===== config.mk =====
export PLATFORM = sky130hd
export DESIGN_NAME = hazard_ctrl
export DESIGN_NICKNAME = d
export VERILOG_FILES = /design/src/rtl/hazard_pkg.sv /design/src/rtl/sb_counter.sv /design/src/rtl/hazard_ctrl.sv
export SDC_FILE = /design/constraint.sdc
export NUM_CORES = 1
export LEC_CHECK = 0
export ABC_AREA = 1
export CAP_MARGIN = 20
export CORE_ASPECT_RATIO = 0.5
export CORE_MARGIN = 2
export CORE_UTILIZATION = 60
export CTS_BUF_LIST = sky130_fd_sc_hd__clkbuf_8
export CTS_CLUSTER_SIZE = 8
export DETAILED_ROUTE_END_ITERATION = 8
export GPL_ROUTABILITY_DRIVEN = 1
export GPL_TIMING_DRIVEN = 0
export PLACE_DENSITY = 0.81
export SLEW_MARGIN = 20
export SYNTH_ARGS = -nofsm -noshare
export SYNTH_HDL_FRONTEND = slang
export SYNTH_SLANG_ARGS = --single-unit

===== constraint.sdc =====
create_clock -name clk -period 4.7 [get_ports clk]
set_input_delay 0.94 -clock clk [delete_from_list [all_inputs] [get_ports clk]]
set_output_delay 0.94 -clock clk [all_outputs]
set_load 0.05 [all_outputs]

===== src/rtl/hazard_pkg.sv =====
// Shared constants, shadow-pipe entry type and helpers for the pipeline hazard controller.
package hazard_pkg;
   localparam int NREG    = 16;
   localparam int RA_W    = $clog2(NREG);
   localparam int CNT_W   = 2;
   localparam int MAXPEND = 3;
   localparam bit R0_ZERO = 1'b1;

   typedef logic [RA_W-1:0] reg_addr_t;

   typedef struct packed {
      logic      valid;
      logic      we;
      reg_addr_t wreg;
   } shadow_t;

   // Entry loaded into stage 3 on a bubble or flush.
   localparam shadow_t SHADOW_NOP = '{valid: 1'b0, we: 1'b0, wreg: '0};

   function automatic logic is_tracked(input reg_addr_t r);
      return !(R0_ZERO && (r == '0));
   endfunction
endpackage


===== src/rtl/sb_counter.sv =====
// Per-register pending-write counter: net +1/-0..2 per edge, clamped to [0, MAXPEND].
// Count is registered; underflow flags this edge's decrement going below zero.
module sb_counter
   import hazard_pkg::*;
(
   input  logic             clk,
   input  logic             rst_n,
   input  logic             inc,
   input  logic [1:0]       dec,
   output logic [CNT_W-1:0] cnt,
   output logic             underflow
);
   localparam int SW = CNT_W + 2;

   logic [SW-1:0]    up;
   logic [SW-1:0]    down;
   logic [SW-1:0]    diff;
   logic [CNT_W-1:0] cnt_nxt;

   always_comb begin
      up        = SW'(cnt) + SW'(inc);
      down      = SW'(dec);
      diff      = up - down;
      underflow = down > up;
      cnt_nxt   = diff[CNT_W-1:0];
      if (underflow) begin
         cnt_nxt = '0;
      end else if (diff > SW'(MAXPEND)) begin
         cnt_nxt = CNT_W'(MAXPEND);
      end
   end

   always_ff @(posedge clk or negedge rst_n) begin
      if (!rst_n) begin
         cnt <= '0;
      end else begin
         cnt <= cnt_nxt;
      end
   end
endmodule


===== src/rtl/hazard_ctrl.sv =====
// Scoreboard hazard/flush controller: counts in-flight register writes from issue to writeback.
// Stall/bubble/flush are combinational on the issue inputs; pend_mask, stall_cnt, haz_err are registered.
module hazard_ctrl
   import hazard_pkg::*;
(
   input  logic            clk,
   input  logic            rst_n,
   input  logic            issue_valid,
   input  logic            issue_we,
   input  logic [RA_W-1:0] issue_wreg,
   input  logic            issue_rd1_en,
   input  logic [RA_W-1:0] issue_rreg1,
   input  logic            issue_rd2_en,
   input  logic [RA_W-1:0] issue_rreg2,
   input  logic            branch_taken,
   output logic            stall,
   output logic            bubble,
   output logic            flush,
   output logic [NREG-1:0] pend_mask,
   output logic [15:0]     stall_cnt,
   output logic            haz_err
);
   logic [NREG-1:0][CNT_W-1:0] cnt;
   logic [NREG-1:0]            inc;
   logic [NREG-1:0][1:0]       dec;
   logic [NREG-1:0]            underflow;
   shadow_t                    s3, s4, s5, s3_nxt;
   logic                       live;
   logic                       raw, waw, hazard, fire;

   // live keeps stall/bubble/flush low in reset and on the first cycle after release.
   always_comb begin
      raw = (issue_rd1_en && is_tracked(issue_rreg1) && (cnt[issue_rreg1] != '0)) ||
            (issue_rd2_en && is_tracked(issue_rreg2) && (cnt[issue_rreg2] != '0));
      waw = issue_we && is_tracked(issue_wreg) && (cnt[issue_wreg] == CNT_W'(MAXPEND));
      hazard = live && issue_valid && (raw || waw) && !branch_taken;
      stall  = hazard;
      bubble = hazard;
      flush  = live && branch_taken;
      fire   = issue_valid && !stall && !flush;
      s3_nxt = SHADOW_NOP;
      if (fire) begin
         s3_nxt = '{valid: 1'b1, we: issue_we, wreg: issue_wreg};
      end
   end

   // Retire from S5 and flush-kill of S3 can hit the same register, hence a 2-bit decrement.
   always_comb begin
      inc       = '0;
      dec       = '0;
      pend_mask = '0;
      for (int i = 0; i < NREG; i++) begin
         pend_mask[i] = (cnt[i] != '0);
         if (is_tracked(reg_addr_t'(i))) begin
            inc[i] = fire && issue_we && (issue_wreg == reg_addr_t'(i));
            dec[i] = 2'(s5.valid && s5.we && (s5.wreg == reg_addr_t'(i))) +
                     2'(flush && s3.valid && s3.we && (s3.wreg == reg_addr_t'(i)));
         end
      end
   end

   for (genvar g = 0; g < NREG; g++) begin : g_cnt
      sb_counter u_cnt (
         .clk       (clk),
         .rst_n     (rst_n),
         .inc       (inc[g]),
         .dec       (dec[g]),
         .cnt       (cnt[g]),
         .underflow (underflow[g])
      );
   end

   always_ff @(posedge clk or negedge rst_n) begin
      if (!rst_n) begin
         live      <= 1'b0;
         s3        <= SHADOW_NOP;
         s4        <= SHADOW_NOP;
         s5        <= SHADOW_NOP;
         stall_cnt <= '0;
         haz_err   <= 1'b0;
      end else begin
         live <= 1'b1;
         s3   <= s3_nxt;
         s4   <= flush ? SHADOW_NOP : s3;
         s5   <= s4;
         if (stall && (stall_cnt != 16'hFFFF)) begin
            stall_cnt <= stall_cnt + 16'd1;
         end
         if (|underflow) begin
            haz_err <= 1'b1;
         end
      end
   end
endmodule

* Yosys cells after proc, flatten, opt, wreduce, memory -nomap -nowiden
Index checks and enable logic that the tools add are counted.
** Storage, ports and cells
- Flip-flop bits (word level) :: 68
- Input port bits :: 19
- Output and inout bits :: 36
- Logic and storage cells :: 289
** Cells by class
- Add/subtract/negate cells :: 46
- $lt $le $gt $ge :: 35
- Equal/unequal tests :: 47
- Mux-type cells :: 40
- Reduce and logical (&&, ||, !) cells :: 93
** Operators by type and width (count)
- 4-bit equality test, second input constant :: 24
- 2-bit 2-to-1 mux :: 35
- 1-bit logical AND :: 62
- 2-bit by 4-bit greater-than comparator with 1-bit output :: 15
- 4-bit by 2-bit greater-than comparator with 1-bit output, second input constant :: 15
- 4-bit by 2-bit subtractor with 4-bit output :: 15
- 4-bit by 3-bit equality test with 1-bit output, second input constant :: 12
- 2-bit by 1-bit adder with 3-bit output :: 15
- 2-bit nonzero test :: 19
- 1-bit by 1-bit adder with 2-bit output :: 15
- 2-bit binary-select mux with 4-bit select :: 3
- 4-bit by 2-bit equality test with 1-bit output, second input constant :: 6
- 16-bit by 1-bit adder with 16-bit output, second input constant :: 1
- 16-bit inequality test, second input constant :: 1
- 16-bit OR reduction :: 1
- 4-bit by 5-bit < comparator with 1-bit output, second input constant :: 3
- 4-bit by 1-bit equality test with 1-bit output, second input constant :: 3
- 4-bit logical NOT :: 3
- 6-bit 2-to-1 mux :: 2
- 1-bit logical NOT :: 6
- 2-bit equality test, second input constant :: 1
- 1-bit by 2-bit greater-than comparator with 1-bit output, first input constant :: 1
- 2-bit greater-than comparator, second input constant :: 1
- 1-bit logical OR :: 2

* Longest topological paths before layout
Gate-level depths: netlist of run 1.
- Depth in word-level cells :: 18
- Depth in mapped cells :: 25
- Depth with buffers taken out :: 22

* By module
Synthesis of run 1 repeated with hierarchy kept, for this count alone.
** Second synthesis, totals
- Cells, all modules :: 922
- Area, all modules :: 6506.2 um^2
** Modules (own cells, without submodules)
- sb_counter :: times used 16, cells an instance 26, area an instance 210.2 um^2, seq. area each 50.0 um^2
- hazard_ctrl :: times used 1, cells an instance 506, area an instance 3143.0 um^2, seq. area each 900.9 um^2

* Worst setup path after synthesis of run 1
No wires, ideal clock.
- Path type :: input to register
- From :: input port issue_wreg[0]
- To :: register haz_err
- Setup time :: 0.140 ns
- Arrival :: 3.697 ns
- Data required time :: 4.560 ns
- Setup slack :: 0.863 ns
- Cell stages on the path :: 21
- Path buffers :: 3
- Cells stage by stage :: buf_6 > inv_4 > buf_6 > nor2_2 > nand3_1 > nand3_1 > nor2_1 > nand2_1 > nand3_2 > nand3_4 > nand2_2 > nand3_4 > buf_6 > nor2_2 > ha_1 > ha_1 > inv_1 > fa_1 > ha_1 > nor4_1 > nand4_1
** Between the ends
- Longest elaborated chain between the ends :: 15
- Elaborated cells between the ends (all ways) :: 75
- Those cells by class :: add/sub: 15; order compare: 15; eq/ne: 16; mux: 2; reduce/logical: 27
** Ends and longest elaborated chain
- from (decl) :: RTL line hazard_ctrl.sv:10 : input logic [RA_W-1:0] issue_wreg,
- 2-bit binary-select mux with 4-bit select / 4-bit logical NOT (equally long branches) :: RTL line hazard_ctrl.sv:35, hazard_pkg.sv:21
- 2-bit 2-to-1 mux (not written as such) / 1-bit logical NOT (equally long branches) :: RTL line hazard_ctrl.sv:35, hazard_pkg.sv:21
- 2-bit equality test / 1-bit logical AND (equally long branches) :: RTL line hazard_ctrl.sv:35 : waw = issue_we && is_tracked(issue_wreg) && (cnt[issue_wreg] == CNT_W'(MAXPEND));
- 1-bit logical AND :: RTL line hazard_ctrl.sv:35
- 1-bit logical OR :: RTL line hazard_ctrl.sv:36 : hazard = live && issue_valid && (raw || waw) && !branch_taken;
- 1-bit logical AND (2 in a row) :: RTL line hazard_ctrl.sv:36
- 1-bit logical NOT :: RTL line hazard_ctrl.sv:40 : fire = issue_valid && !stall && !flush;
- 1-bit logical AND (2 in a row) :: RTL line hazard_ctrl.sv:40
- 1-bit logical AND (2 in a row) :: RTL line hazard_ctrl.sv:55 : inc[i] = fire && issue_we && (issue_wreg == reg_addr_t'(i));
- 2-bit by 1-bit adder with 3-bit output :: RTL line sb_counter.sv:21 : up = SW'(cnt) + SW'(inc);
- 2-bit by 4-bit greater-than comparator with 1-bit output :: RTL line sb_counter.sv:24 : underflow = down > up;
- 16-bit OR reduction * :: RTL line hazard_ctrl.sv:89 : if (|underflow) begin
- to (signal assigned) :: RTL line hazard_ctrl.sv:80 : haz_err <= 1'b0;
- to (signal assigned) :: RTL line hazard_ctrl.sv:90 : haz_err <= 1'b1;
- to (decl) :: RTL line hazard_ctrl.sv:21 : output logic haz_err
Mark *: on every way between the ends. The rest lies on a longest branch, timed or not. The select of a mux whose other input is x is not followed.
A chain may end at the register's enable or synchronous reset.

* Worst setup path after layout of run 1
- From :: input port issue_wreg[3]
- To :: register haz_err
Same word-level chain as after synthesis.

==> parameters.txt, run 1 <==
Parameter                              Value

Clock tree
  Number of clock sinks ... 66
  Number of H-tree levels ... 3
  Max Buffers Root-to-Sink ... 2
  Clk root buf ... clkbuf_8
  Number of buffers inserted to repair setup after CTS ... 0
  CTS tree ... built
  Latest clock arrival within the worst-skew pair ... about 370 ps
  Total clock buffers created by CTS ... 9
  Clock slew at the register clock pins of the worst setup and hold paths ... around 70 ps

STA
  Tcrit/Tclk final ... 0.973
  Slew Viols, Final ... 0
  Setup slack of the critical path after layout ... 126 ps
  Maximum clock frequency ... 219 MHz
  Slew at the pin with the worst max-slew slack ... 744 ps
  Min cycle time layout ... between 4000 and 5000 ps
  Final hold vios ... 0
  Slew Limit Headroom ... 0.502
  Final setup violation count ... 0
  Total Neg Setup Slack ... 0 ps
  Smallest hold slack ... 350 ps
  Worst clock skew ... around 13 ps

Final layout
  Share of layout cells above drive strength 1 ... 0.0603
  Antenna fix cells ... 0
  Area taken by flip-flops and latches ... ~0.0017 mm²
  Area growth syn-to-layout ... 15.4%
  # nets final ... 1017
  Utilization of the core after routing ... 0.728
  Multi-input gate area in the final layout ... 0.00360 mm²
  Fillcell total ... slightly below 800

Synthesis
  YS warnings ... 0
  Netlist area before placement ... 0.00608 mm²
  FF+latch count, synth ... 66
  Most frequent cells after synthesis ... inv_1, nand2_1, nor2_1
  Most frequently used cell type in the post-synthesis netlist ... inv_1
  Share of the synthesized area in the top cell type ... 0.272
  Main flop type after synthesis ... dfrtp_1
  Netlist cell types ... 29
  EDFF count, synth ... 0
  Net count of the mapped netlist ... 955
  Proportion of synthesized flip-flops having asynchronous set or reset ... 1.00
  Largest cells by area after synthesis ... dfrtp_1, ha_1, inv_1
  Avg Synthesized Cell Area ... approximately 7.3 µm²
  Cell type contributing the most total cell area after synthesis ... dfrtp_1
  Sequential element share of the synthesized area ... 0.272
  Cell count after synthesis ... 830

Hold path
  Number of stages on the worst hold path ... 0
  Class of the tightest hold or removal check ... reg -> reg
  Startpoint of the most critical hold path ... s4[0]$_DFF_PN0_

Worst setup path
  Slowest CP cell ... clkdlybuf4s50_1
  Launching instance or port of the critical path ... issue_wreg[3]
  Worst Path Buf+Inv ... 5
  Total stage count of the critical path ... 20
  Worst reg2reg setup slack ... 840 ps
  Data arrival at the endpoint of the critical path ... 4800 ps
  Kind of start point of the critical path ... input pin
  Setup Crit Path Kind ... in -> reg
  Critical path cell sequence ... clkdlybuf4s50_1 > inv_1 > nor2_2 > nand2_1 > nand2_1 > inv_1 > nand2_1 > nand3_2 > nand3_4 > nand2_2 > nand3_4 > buf_6 > nor2_2 > ha_1 > ha_1 > inv_1 > fa_1 > ha_1 > nor4_1 > nand4_1
  Highest net fanout along the worst path ... 10
  Crit. End Element ... register
  Required time reported for the critical path endpoint ... a little under 5000 ps
  Largest stage delay, worst path ... 590 ps
  Worst-case reg-to-reg path depth ... 19
  Largest delay contributor family on the critical path ... simple AND/OR/NAND/NOR gates
  RR Startpoint ... g_cnt[1].u_cnt.cnt[1]$_DFF_PN0_

Global route
  Grt total ovfl ... 0
  Pin count of the biggest net entering global routing ... 54
  Number of antenna violations at the first check in global routing ... 0
  Global-route wire length before repair ... 24.9 mm
  Total global routing track utilization ... 0.297
  Via count of the first global-routing pass ... 5145

Detailed routing
  Sum of routed wire length over all layers ... approximately 15 mm
  Via count of the routed design ... between 5000 and 6000
  DRC Markers ... 0
  Avg Vias per Cell ... 5.33
  DRT Pass-1 Iters ... 5
  Drt initial violations ... 437
  Antenna violation net count after detailed routing ... 0
  Post-DR wirelength/cell ... 14.9 µm

Floorplanning
  Initial cell density of the core ... 0.631
  # IOs ... 55
  Die height ... 75.2 µm
  Total Die Area ... 0.0110 mm²
  Chip Width ... 146 µm
  Core footprint ... 0.00963 mm²
  Core Rows ... 25

Placement
  Final weighted congestion in routability-driven placement ... 0.981
  Count of input and output buffers ... 50
  Post-DP HPWL ... 12.0 mm
  Worst slack, placed ... -532 ps

Pwr
  Static Leakage ... 0.00375 µW
  Worst IR Drop VDD ... 331 µV
  Ratio of total power to cell area ... 299 mW/mm²
  Post-route total power ... 2100 µW

Run
  Max Cap Viol ... 0

Outcome
  Outcome ... complete, no violations
## layout make-up
type                       instances  share of cell area
inverter                         203               0.109
clock inverter                     3             0.00588
multi-input combinational        548               0.514
timing repair buffer              51              0.0756
clock buffer                      11              0.0216
buffer                            13              0.0148
tap                              135              0.0241
sequential                        66               0.235
## metrics by stage
stage          cells  instance area (µm²)
2_1_floorplan    830                 6080
3_3_place_gp    1015                 6750
3_5_place_dp    1016                 6770
4_1_cts         1030                 6980
5_1_grt         1030                 7020
6_report        1030                 7020
## registers in the layout, indices dropped and copies added (netlist names)
signal / count
live: 1
g_cnt.u_cnt.cnt: 30
s4: 6
stall_cnt: 16
haz_err: 1
s5: 6
s3: 6
## worst reg2reg max path, delay by kind of cell, from the launching register on
| kind | cells | cell delay [ps] |
|---|---|---|
| AOI/OAI and AO/OA | 2 | 230 |
| buffers and inverters | 3 | 370 |
| DFF | 1 | 460 |
| adders and majority gates | 4 | 1020 |
| and+or+nand+nor | 10 | 1650 |
## cells by family after synthesis
kind of cell / count (synthesis) / synth area share
AOI/OAI and AO/OA: 52 / 0.0434
xor gates and xnor gates: 13 / 0.0187
adders and majority gates: 106 / 0.255
buffers and inverters: 216 / 0.143
DFF: 66 / 0.272
other: 2 / 0.00124
and+or+nand+nor: 375 / 0.267
## path summary, 6_finish.rpt
path	endpoint
worst max-delay path	haz_err$_DFFE_PN0P_
worst min-delay path	s5[0]$_DFF_PN0_
worst max register to register	haz_err$_DFFE_PN0P_
worst min register to register	s5[0]$_DFF_PN0_
max in group asynchronous	g_cnt[8].u_cnt.cnt[0]$_DFF_PN0_
min in group asynchronous	stall_cnt[0]$_DFFE_PN0P_
## layer usage
| metal | track usage | vias to the layer above | wire length, µm |
|---|---|---|---|
| met2 | 0.503 | 240 | 6870 |
| met5 | 0 | - | 0 |
| met3 | 0.0739 | 28 | 1450 |
| met4 | 0.0863 | 0 | 272 |
| met1 | 0.391 | 2571 | 6730 |
| li1 | - | 2648 | - |
## repair_timing
item                                    in CTS  in global routing
gates resized for setup                      3                  8
hold buffers                                 0                  0
hold endpoints to repair                     0                  0
endpoints found under the setup margin       2                  8
## report_power, final
part / total (µW) / switching [µW] / internal [µW]
combinational: 755 / 474 / 281
clock: 495 / 229 / 266
sequential: 845 / 169 / 676
total: 2100 / 872 / 1220
## layout by cell type (no fill, tap or decap), types with 3 or more instances in the layout
| cell type | n |
|---|---|
| a21oi_1 | 4 |
| nor2_2 | 14 |
| o21ai_0 | 46 |
| buf_6 | 5 |
| inv_2 | 3 |
| nor2_1 | 89 |
| nand3_1 | 54 |
| xor2_1 | 6 |
| dfrtp_1 | 66 |
| ha_1 | 76 |
| clkbuf_8 | 11 |
| clkdlybuf4s50_1 | 47 |
| nand4_1 | 18 |
| xnor2_1 | 7 |
| nand3_2 | 3 |
| fa_1 | 30 |
| nand2_1 | 184 |
| buf_4 | 5 |
| nor4_1 | 4 |
| inv_1 | 199 |
No activity file was read; power rests on OpenSTA's default activity.
==> run 2, diff against run 1 <==
--- a/config.mk
+++ b/config.mk
@@ -5,7 +5,6 @@
 export SDC_FILE = /design/constraint.sdc
 export NUM_CORES = 1
 export LEC_CHECK = 0
-export ABC_AREA = 1
 export CAP_MARGIN = 20
 export CORE_ASPECT_RATIO = 0.5
 export CORE_MARGIN = 2
==> run 2 against run 1 <==
  * Fmax is 0.41% higher
  * Die area down 9.9%
  * Total power hardly changed
  * Critical path type unchanged
  * Largest cell class unchanged
  * Sequential cell count stayed put
  * Combinational power down 2.9%
  * Clock power grew 2%
  * Synthesized cell count fell by 33%
  * Clock skew down 1.6 ps
  * Core utilization increased by 0.96 points
  * Hold slack got worse by 1.3 ps
==> parameters.txt, run 2 <==
Parameter                              Value

Outcome
  Outcome ... complete, no violations

Clock tree
  Total clock buffers created by CTS ... 9 (unchanged)
  Number of H-tree levels ... 3 (unchanged)
  CTS tree ... built
  Max Buffers Root-to-Sink ... 2 (unchanged)
  Latest clock arrival within the worst-skew pair ... 360 ps (about the same)
  Clock slew at the register clock pins of the worst setup and hold paths ... 70 ps (about the same)
  Cts hold-fix bufs ... 0 (unchanged)
  Number of clock sinks ... 66 (unchanged)
  Clk root buf ... clkbuf_8

Placement
  Post-DP HPWL ... 10.7 mm (-11%)
  Final weighted congestion in routability-driven placement ... 0.907 (-7.5%)
  Cell count after placement ... 729 (-28%)
  Count of input and output buffers ... 51 (+2.0%)

Global route
  Via count of the first global-routing pass ... 4458 (-13%)
  Pin count of the biggest net entering global routing ... 39 (-28%)
  Number of antenna violations at the first check in global routing ... 0 (unchanged)
  Total global routing track utilization ... 0.286 (-0.0109)
  Global-route wire length before repair ... 21.8 mm (-13%)
  Grt total ovfl ... 0 (unchanged)

Run
  Max Cap Viol ... 0 (unchanged)

STA
  Slew at the pin with the worst max-slew slack ... 635 ps (-108 ps)
  Slew Viols, Final ... 0 (unchanged)
  Tcrit/Tclk final ... 0.969 (-0.00400)
  Smallest hold slack ... 348 ps (-1.30 ps)
  Worst clock skew ... 11.9 ps (-1.55 ps)
  Min cycle time layout ... 4550 ps (-18.8 ps)
  Final setup violation count ... 0 (unchanged)
  Maximum clock frequency ... 220 MHz (+0.41%)
  Final hold vios ... 0 (unchanged)
  Slew Limit Headroom ... 0.575 (+0.0734)

Floorplanning
  Core Rows ... 24 (-4.0%)
  Total Die Area ... 0.00991 mm² (-9.9%)
  # IOs ... 55 (unchanged)
  Chip Width ... 139 µm (-5.2%)
  Initial cell density of the core ... 0.622 (-0.00946)
  Core footprint ... 0.00877 mm² (-9.0%)
  Die height ... 71.4 µm (-5.0%)

Detailed routing
  Sum of routed wire length over all layers ... 13.5 mm (-12%)
  Wire length on met3 ... 1.43 mm (-1.6%)
  Top routing layer used ... met4
  Drt initial violations ... 403 (-7.8%)
  DRC Markers ... 0 (unchanged)
  Antenna violation net count after detailed routing ... 0 (unchanged)
  DRT Pass-1 Iters ... 5 (unchanged)
  Via count of the routed design ... 4438 (-19%)
  Met1 WL ... 5.74 mm (-15%)
  Post-DR wirelength/cell ... 18.0 µm (+21%)
  Avg Vias per Cell ... 5.93 (+11%)
  Detail Route met2 WL ... 6.13 mm (-11%)

Worst setup path
  Required time reported for the critical path endpoint ... 4910 ps (-20 ps)
  Launching instance or port of the critical path ... issue_wreg[2]
  Top cell by count, worst path ... ha_1
  Largest delay contributor family on the critical path ... adder cells
  Crit Reg-Reg Endpoint ... haz_err$_DFFE_PN0P_
  RR Startpoint ... g_cnt[2].u_cnt.cnt[1]$_DFF_PN0_
  Capturing element of the worst setup path ... haz_err$_DFFE_PN0P_
  Worst-case reg-to-reg path depth ... 15 (-4)
  Largest stage delay, worst path ... 500 ps (-90 ps)
  Highest net fanout along the worst path ... 10 (unchanged)
  Crit. End Element ... register
  Worst Path Buf+Inv ... 4 (-1)
  Total stage count of the critical path ... 16 (-20%)
  Data arrival at the endpoint of the critical path ... 4770 ps (-30 ps)
  Setup Crit Path Kind ... in -> reg
  Worst reg2reg setup slack ... 360 ps (-480 ps)
  Critical path cell sequence ... clkdlybuf4s50_1 > clkbuf_2 > nor2b_1 > o31ai_1 > o21ai_2 > a41o_4 > nand3_4 > buf_6 > nor4_2 > ha_1 > ha_1 > inv_1 > fa_1 > ha_1 > nor4_4 > nand4_1
  Kind of start point of the critical path ... input pin
  Slowest CP cell ... clkdlybuf4s50_1

Final layout
  Register containing the most flip-flops in the final layout ... g_cnt.u_cnt.cnt
  Biggest regs ... g_cnt.u_cnt.cnt: 30 flops, stall_cnt: 16 flops
  Number of flip-flops in the largest register ... 30 (unchanged)
  Share of layout cells above drive strength 1 ... 0.105 (+0.0443)
  # nets final ... 752 (-26%)
  Utilization of the core after routing ... 0.738 (+0.00956)
  Most common cell after layout, fill and taps aside ... inv_1
  Highest-count cells in the layout ignoring fill and taps ... inv_1, ha_1, dfrtp_1
  Antenna fix cells ... 0 (unchanged)
  Area growth syn-to-layout ... 18.7%
  Count of non-filler cells in the finished layout ... 748 (-27%)

Synthesis
  Main flop type after synthesis ... dfrtp_1
  EDFF count, synth ... 0 (unchanged)
  Proportion of synthesized flip-flops having asynchronous set or reset ... 1.00 (unchanged)
  Sequential element share of the synthesized area ... 0.303 (+0.0314)
  Most frequently used cell type in the post-synthesis netlist ... inv_1
  Share of the synthesized area in the top cell type ... 0.303 (+0.0314)
  Netlist cell types ... 50 (+72%)
  Cell count after synthesis ... 560 (-33%)
  Net count of the mapped netlist ... 685 (-28%)
  Avg Synthesized Cell Area ... 9.73 µm² (+33%)
  Largest cells by area after synthesis ... dfrtp_1, ha_1, fa_1
  Cell type contributing the most total cell area after synthesis ... dfrtp_1
  FF+latch count, synth ... 66 (unchanged)
  YS warnings ... 0 (unchanged)
  Netlist area before placement ... 0.00545 mm² (-10%)
  Most frequent cells after synthesis ... inv_1, ha_1, dfrtp_1

Pwr
  Worst IR Drop VDD ... 189 µV (-43%)
  Static Leakage ... 0.00301 µW (-20%)
  Ratio of total power to cell area ... 324 mW/mm² (+8.5%)

Hold path
  Class of the tightest hold or removal check ... reg -> reg
run 2: timing repair:
item,in CTS,in global routing
endpoints found under the setup margin,29,25
gates resized for setup,9,27
endpoints found under the hold margin,0,0
pin swaps,2,2
gates cloned,0,0
setup buffers,1,3
run 2: power by group:
part | internal (µW) | switching, µW | leakage (µW)
registers | 683 | 173 | 0.000763
clock network | 289 | 218 | 0.000113
logic | 320 | 413 | 0.00214
run 2: worst register-to-register path, stage by stage, from the launching register on:
cell,delay (ps)
dfrtp_1,490
or2_1,300
and3_1,190
o311a_1,360
a2111oi_4,470
a41o_4,330
nand3_4,120
buf_6,200
nor4_2,150
ha_1,240
ha_1,130
inv_1,50
fa_1,420
ha_1,250
nor4_4,350
nand4_1,150
run 2: area by class of cell:
class	count	area, µm²
fillers	635	2300
repair buffers	56	561
clock buffers	9	124
well taps	117	146
multi-input cells	400	3530
inverters	83	312
plain buffers	11	72.6
flip-flops and latches	66	1650
clock inverters	6	76.3
run 2: per-layer routing:
layer  track usage  up-vias
li1              -     2064
met1         0.374     2182
met2         0.466      171
met3         0.106       21
met4        0.0662        0
met5             0        -
run 2: how the worst min path moves through the flow:
stage | start | to | cells past startpoint
final | s4[2]$_DFF_PN0_ | s5[2]$_DFF_PN0_ | 0
after floorplan | s4[0]$_DFF_PN0_ | s5[0]$_DFF_PN0_ | 0
after global routing | s4[4]$_DFF_PN0_ | s5[4]$_DFF_PN0_ | 0
after detailed placement | s4[3]$_DFF_PN0_ | s5[3]$_DFF_PN0_ | 0
after global placement | s4[3]$_DFF_PN0_ | s5[3]$_DFF_PN0_ | 0
after CTS | s4[2]$_DFF_PN0_ | s5[2]$_DFF_PN0_ | 0
run 2: kinds of logic (layout without fill, tap and decap cells):
kind of cell | Yosys count | in the layout | synth area share
and+or+nand+nor | 195 | 195 | 0.191
DFF | 66 | 66 | 0.303
adders and majority gates | 106 | 106 | 0.285
other | 2 | 2 | 0.00138
buffers and inverters | 94 | 165 | 0.0689
muxes | 12 | 12 | 0.0413
AOI/OAI and AO/OA | 72 | 72 | 0.0884
xor gates and xnor gates | 13 | 13 | 0.0209
run 2: stage by stage:
stage | setup slack, ps | TNS [ps] | instance area (µm²) | power [µW]
after detailed placement | -954 | -16440 | 6120 | 1570
final | 145 | 0 | 6470 | 2100
after CTS | -110 | -110 | 6360 | 2090
after floorplan | 379 | 0 | 5450 | 1310
after global placement | -961 | -15100 | 6110 | 1530
after global routing | -35.0 | -35.0 | 6470 | 2240
==> run 3, diff against run 2 <==
--- a/config.mk
+++ b/config.mk
@@ -13,7 +13,6 @@
 export CTS_CLUSTER_SIZE = 8
 export DETAILED_ROUTE_END_ITERATION = 8
 export GPL_ROUTABILITY_DRIVEN = 1
-export GPL_TIMING_DRIVEN = 0
 export PLACE_DENSITY = 0.81
 export SLEW_MARGIN = 20
 export SYNTH_ARGS = -nofsm -noshare
==> run 3 against run 2 <==
  * Worst setup slack worse by 140 ps
  * Critical endpoint unchanged
  * Global-route usage increased by 2.7 points
  * Clock skew decreased by 3.3 ps
  * Design area grew 6.3%
  * Critical path type unchanged
  * Sequential power increased by 1%
  * Fmax fell by 3.0%
==> parameters.txt, run 3 (synthesis gave the netlist of run 2 again) <==
Parameter                              Value

Outcome
  Outcome ... complete, no violations

Run
  Max Cap Viol ... 0 (unchanged)

STA
  Tcrit/Tclk final ... 0.999 (+0.0298)
  Final hold vios ... 0 (unchanged)
  Slew at the pin with the worst max-slew slack ... 743 ps (+108 ps)
  Min cycle time layout ... 4690 ps (+140 ps)
  Final setup violation count ... 0 (unchanged)
  Slew Viols, Final ... 0 (unchanged)
  Worst clock skew ... 8.59 ps (-3.29 ps)
  Total Neg Setup Slack ... 0 ps (unchanged)
  Maximum clock frequency ... 213 MHz (-3.0%)
  Slew Limit Headroom ... 0.505 (-0.0707)

Detailed routing
  DRC Markers ... 0 (unchanged)
  Drt initial violations ... 574 (+42%)
  Sum of routed wire length over all layers ... 15.0 mm (+11%)
  Via count of the routed design ... 4838 (+9.0%)
  Antenna violation net count after detailed routing ... 0 (unchanged)
  Avg Vias per Cell ... 6.05 (+1.9%)
  Post-DR wirelength/cell ... 18.7 µm (+3.6%)
  DRT Pass-1 Iters ... 5 (unchanged)

Placement
  Final weighted congestion in routability-driven placement ... 0.929 (+2.4%)
  Cell count after placement ... 777 (+6.6%)
  Count of input and output buffers ... 53 (+3.9%)
  Post-DP HPWL ... 11.6 mm (+8.3%)

Hold path
  Class of the tightest hold or removal check ... reg -> reg
  Startpoint of the most critical hold path ... s4[4]$_DFF_PN0_

Clock tree
  Cts hold-fix bufs ... 0 (unchanged)
  Max Buffers Root-to-Sink ... 2 (unchanged)
  Number of clock sinks ... 66 (unchanged)
  Clock slew at the register clock pins of the worst setup and hold paths ... 70 ps (about the same)
  Total clock buffers created by CTS ... 9 (unchanged)
  CTS tree ... built
  Latest clock arrival within the worst-skew pair ... 350 ps (about the same)
  Clk root buf ... clkbuf_8
  Number of H-tree levels ... 3 (unchanged)

Worst setup path
  RR Startpoint ... g_cnt[2].u_cnt.cnt[1]$_DFF_PN0_
  Crit. End Element ... register
  Highest net fanout along the worst path ... 12 (+2)
  Critical path cell sequence ... clkdlybuf4s50_1 > buf_12 > mux4_2 > nor2b_1 > o31ai_1 > o21ai_2 > a41o_2 > nand3_4 > nor4_1 > buf_4 > ha_1 > ha_1 > inv_1 > fa_1 > ha_1 > nor4_2 > nand4_1
  Top cell by count, worst path ... ha_1
  Launching instance or port of the critical path ... issue_wreg[0]
  Required time reported for the critical path endpoint ... 4920 ps (about the same)
  Kind of start point of the critical path ... input pin
  Setup Crit Path Kind ... in -> reg
  Largest stage delay, worst path ... 520 ps (+20 ps)
  Slowest CP cell ... mux4_2
  Largest delay contributor family on the critical path ... simple AND/OR/NAND/NOR gates
  Worst Path Buf+Inv ... 4 (unchanged)
  Data arrival at the endpoint of the critical path ... 4920 ps (+150 ps)

Pwr
  Post-route total power ... 2150 µW (+2.7%)
  Ratio of total power to cell area ... 313 mW/mm² (-3.3%)
  Static Leakage ... 0.00325 µW (+7.8%)
  Worst IR Drop VDD ... 224 µV (+18%)

Floorplanning
  Total Die Area ... 0.00991 mm² (unchanged)
  Chip Width ... 139 µm (unchanged)
  Core footprint ... 0.00877 mm² (unchanged)
  Initial cell density of the core ... 0.622 (unchanged)
  Core Rows ... 24 (unchanged)
  Die height ... 71.4 µm (unchanged)
  # IOs ... 55 (unchanged)

Global route
  Total global routing track utilization ... 0.314 (+0.0274)
  Via count of the first global-routing pass ... 4852 (+8.8%)
  Pin count of the biggest net entering global routing ... 38 (-2.6%)
  Grt total ovfl ... 0 (unchanged)
  Number of antenna violations at the first check in global routing ... 0 (unchanged)
  Global-route wire length before repair ... 24.2 mm (+11%)

Final layout
  Fillcell total ... 568 (-11%)
  Most common cell after layout, fill and taps aside ... inv_1
  Count of non-filler cells in the finished layout ... 800 (+7.0%)
  Number of flip-flops in the largest register ... 30 (unchanged)
  Area growth syn-to-layout ... 26.1%
  Antenna fix cells ... 0 (unchanged)
  # nets final ... 803 (+6.8%)
  Highest-count cells in the layout ignoring fill and taps ... inv_1, ha_1, dfrtp_1
  Biggest regs ... g_cnt.u_cnt.cnt: 30 flops, stall_cnt: 16 flops
  Share of layout cells above drive strength 1 ... 0.171 (+0.0667)
  Register containing the most flip-flops in the final layout ... g_cnt.u_cnt.cnt
run 3: worst reg2reg max path: stages, from the launching register on:
cell       delay, ps
dfrtp_1          470
or2_1            300
and3_1           190
o311a_1          360
a2111oi_4        410
a41o_2           320
nand3_4          120
nor4_1           410
buf_4            180
ha_1             160
ha_1             130
inv_1             50
fa_1             410
ha_1             260
nor4_2           170
nand4_1          120
run 3: worst paths after layout:
check / endpoint / slack [ps] / cells after the start
max: haz_err$_DFFE_PN0P_ / 5 / 17
min: s5[4]$_DFF_PN0_ / 350 / 0
max reg2reg: haz_err$_DFFE_PN0P_ / 500 / 15
min reg2reg: s5[4]$_DFF_PN0_ / 350 / 0
max in group asynchronous: s5[0]$_DFF_PN0_ / 3070 / 2
min in group asynchronous: stall_cnt[11]$_DFFE_PN0P_ / 640 / 1
run 3: cell type report:
class / count / area, µm² / share of cell area
Tap cell: 117 / 146 / 0.0213
Inverter: 83 / 312 / 0.0453
Timing Repair Buffer: 117 / 1040 / 0.151
Multi-Input combinational cell: 401 / 3520 / 0.512
Clock inverter: 7 / 86.3 / 0.0126
Clock buffer: 9 / 124 / 0.0180
Sequential cell: 66 / 1650 / 0.240
run 3: through the flow:
step / util / hold WS [ps] / setup WS, ps / area (µm²)
2_1_floorplan: - / 331 / 379 / 5450
3_3_place_gp: 0.744 / 331 / -315 / 6530
3_5_place_dp: 0.744 / 335 / -393 / 6530
4_1_cts: 0.770 / 356 / 4.67 / 6750
5_1_grt: 0.784 / 369 / -126 / 6880
6_report: 0.784 / 352 / 5.24 / 6880
run 3: power breakdown:
part	internal, µW	switching, µW	total (µW)
combinational	340	429	769
sequential	683	183	866
clock	294	224	518
total	1320	836	2150
run 3: layer usage:
layer  global-route usage  up-vias  routed length [µm]
met3               0.0969       52                1530
met1                0.421     2361                6240
li1                     -     2172                   -
met5                    0        -                   0
met4               0.0988        0                 415
met2                0.499      253                6760
run 3: timing repair:
action | CTS | global route
pin swaps | 2 | 2
endpoints found under the setup margin | 1 | 5
setup buffers | 1 | 5
cloned | 0 | 1
gates resized for setup | 2 | 15
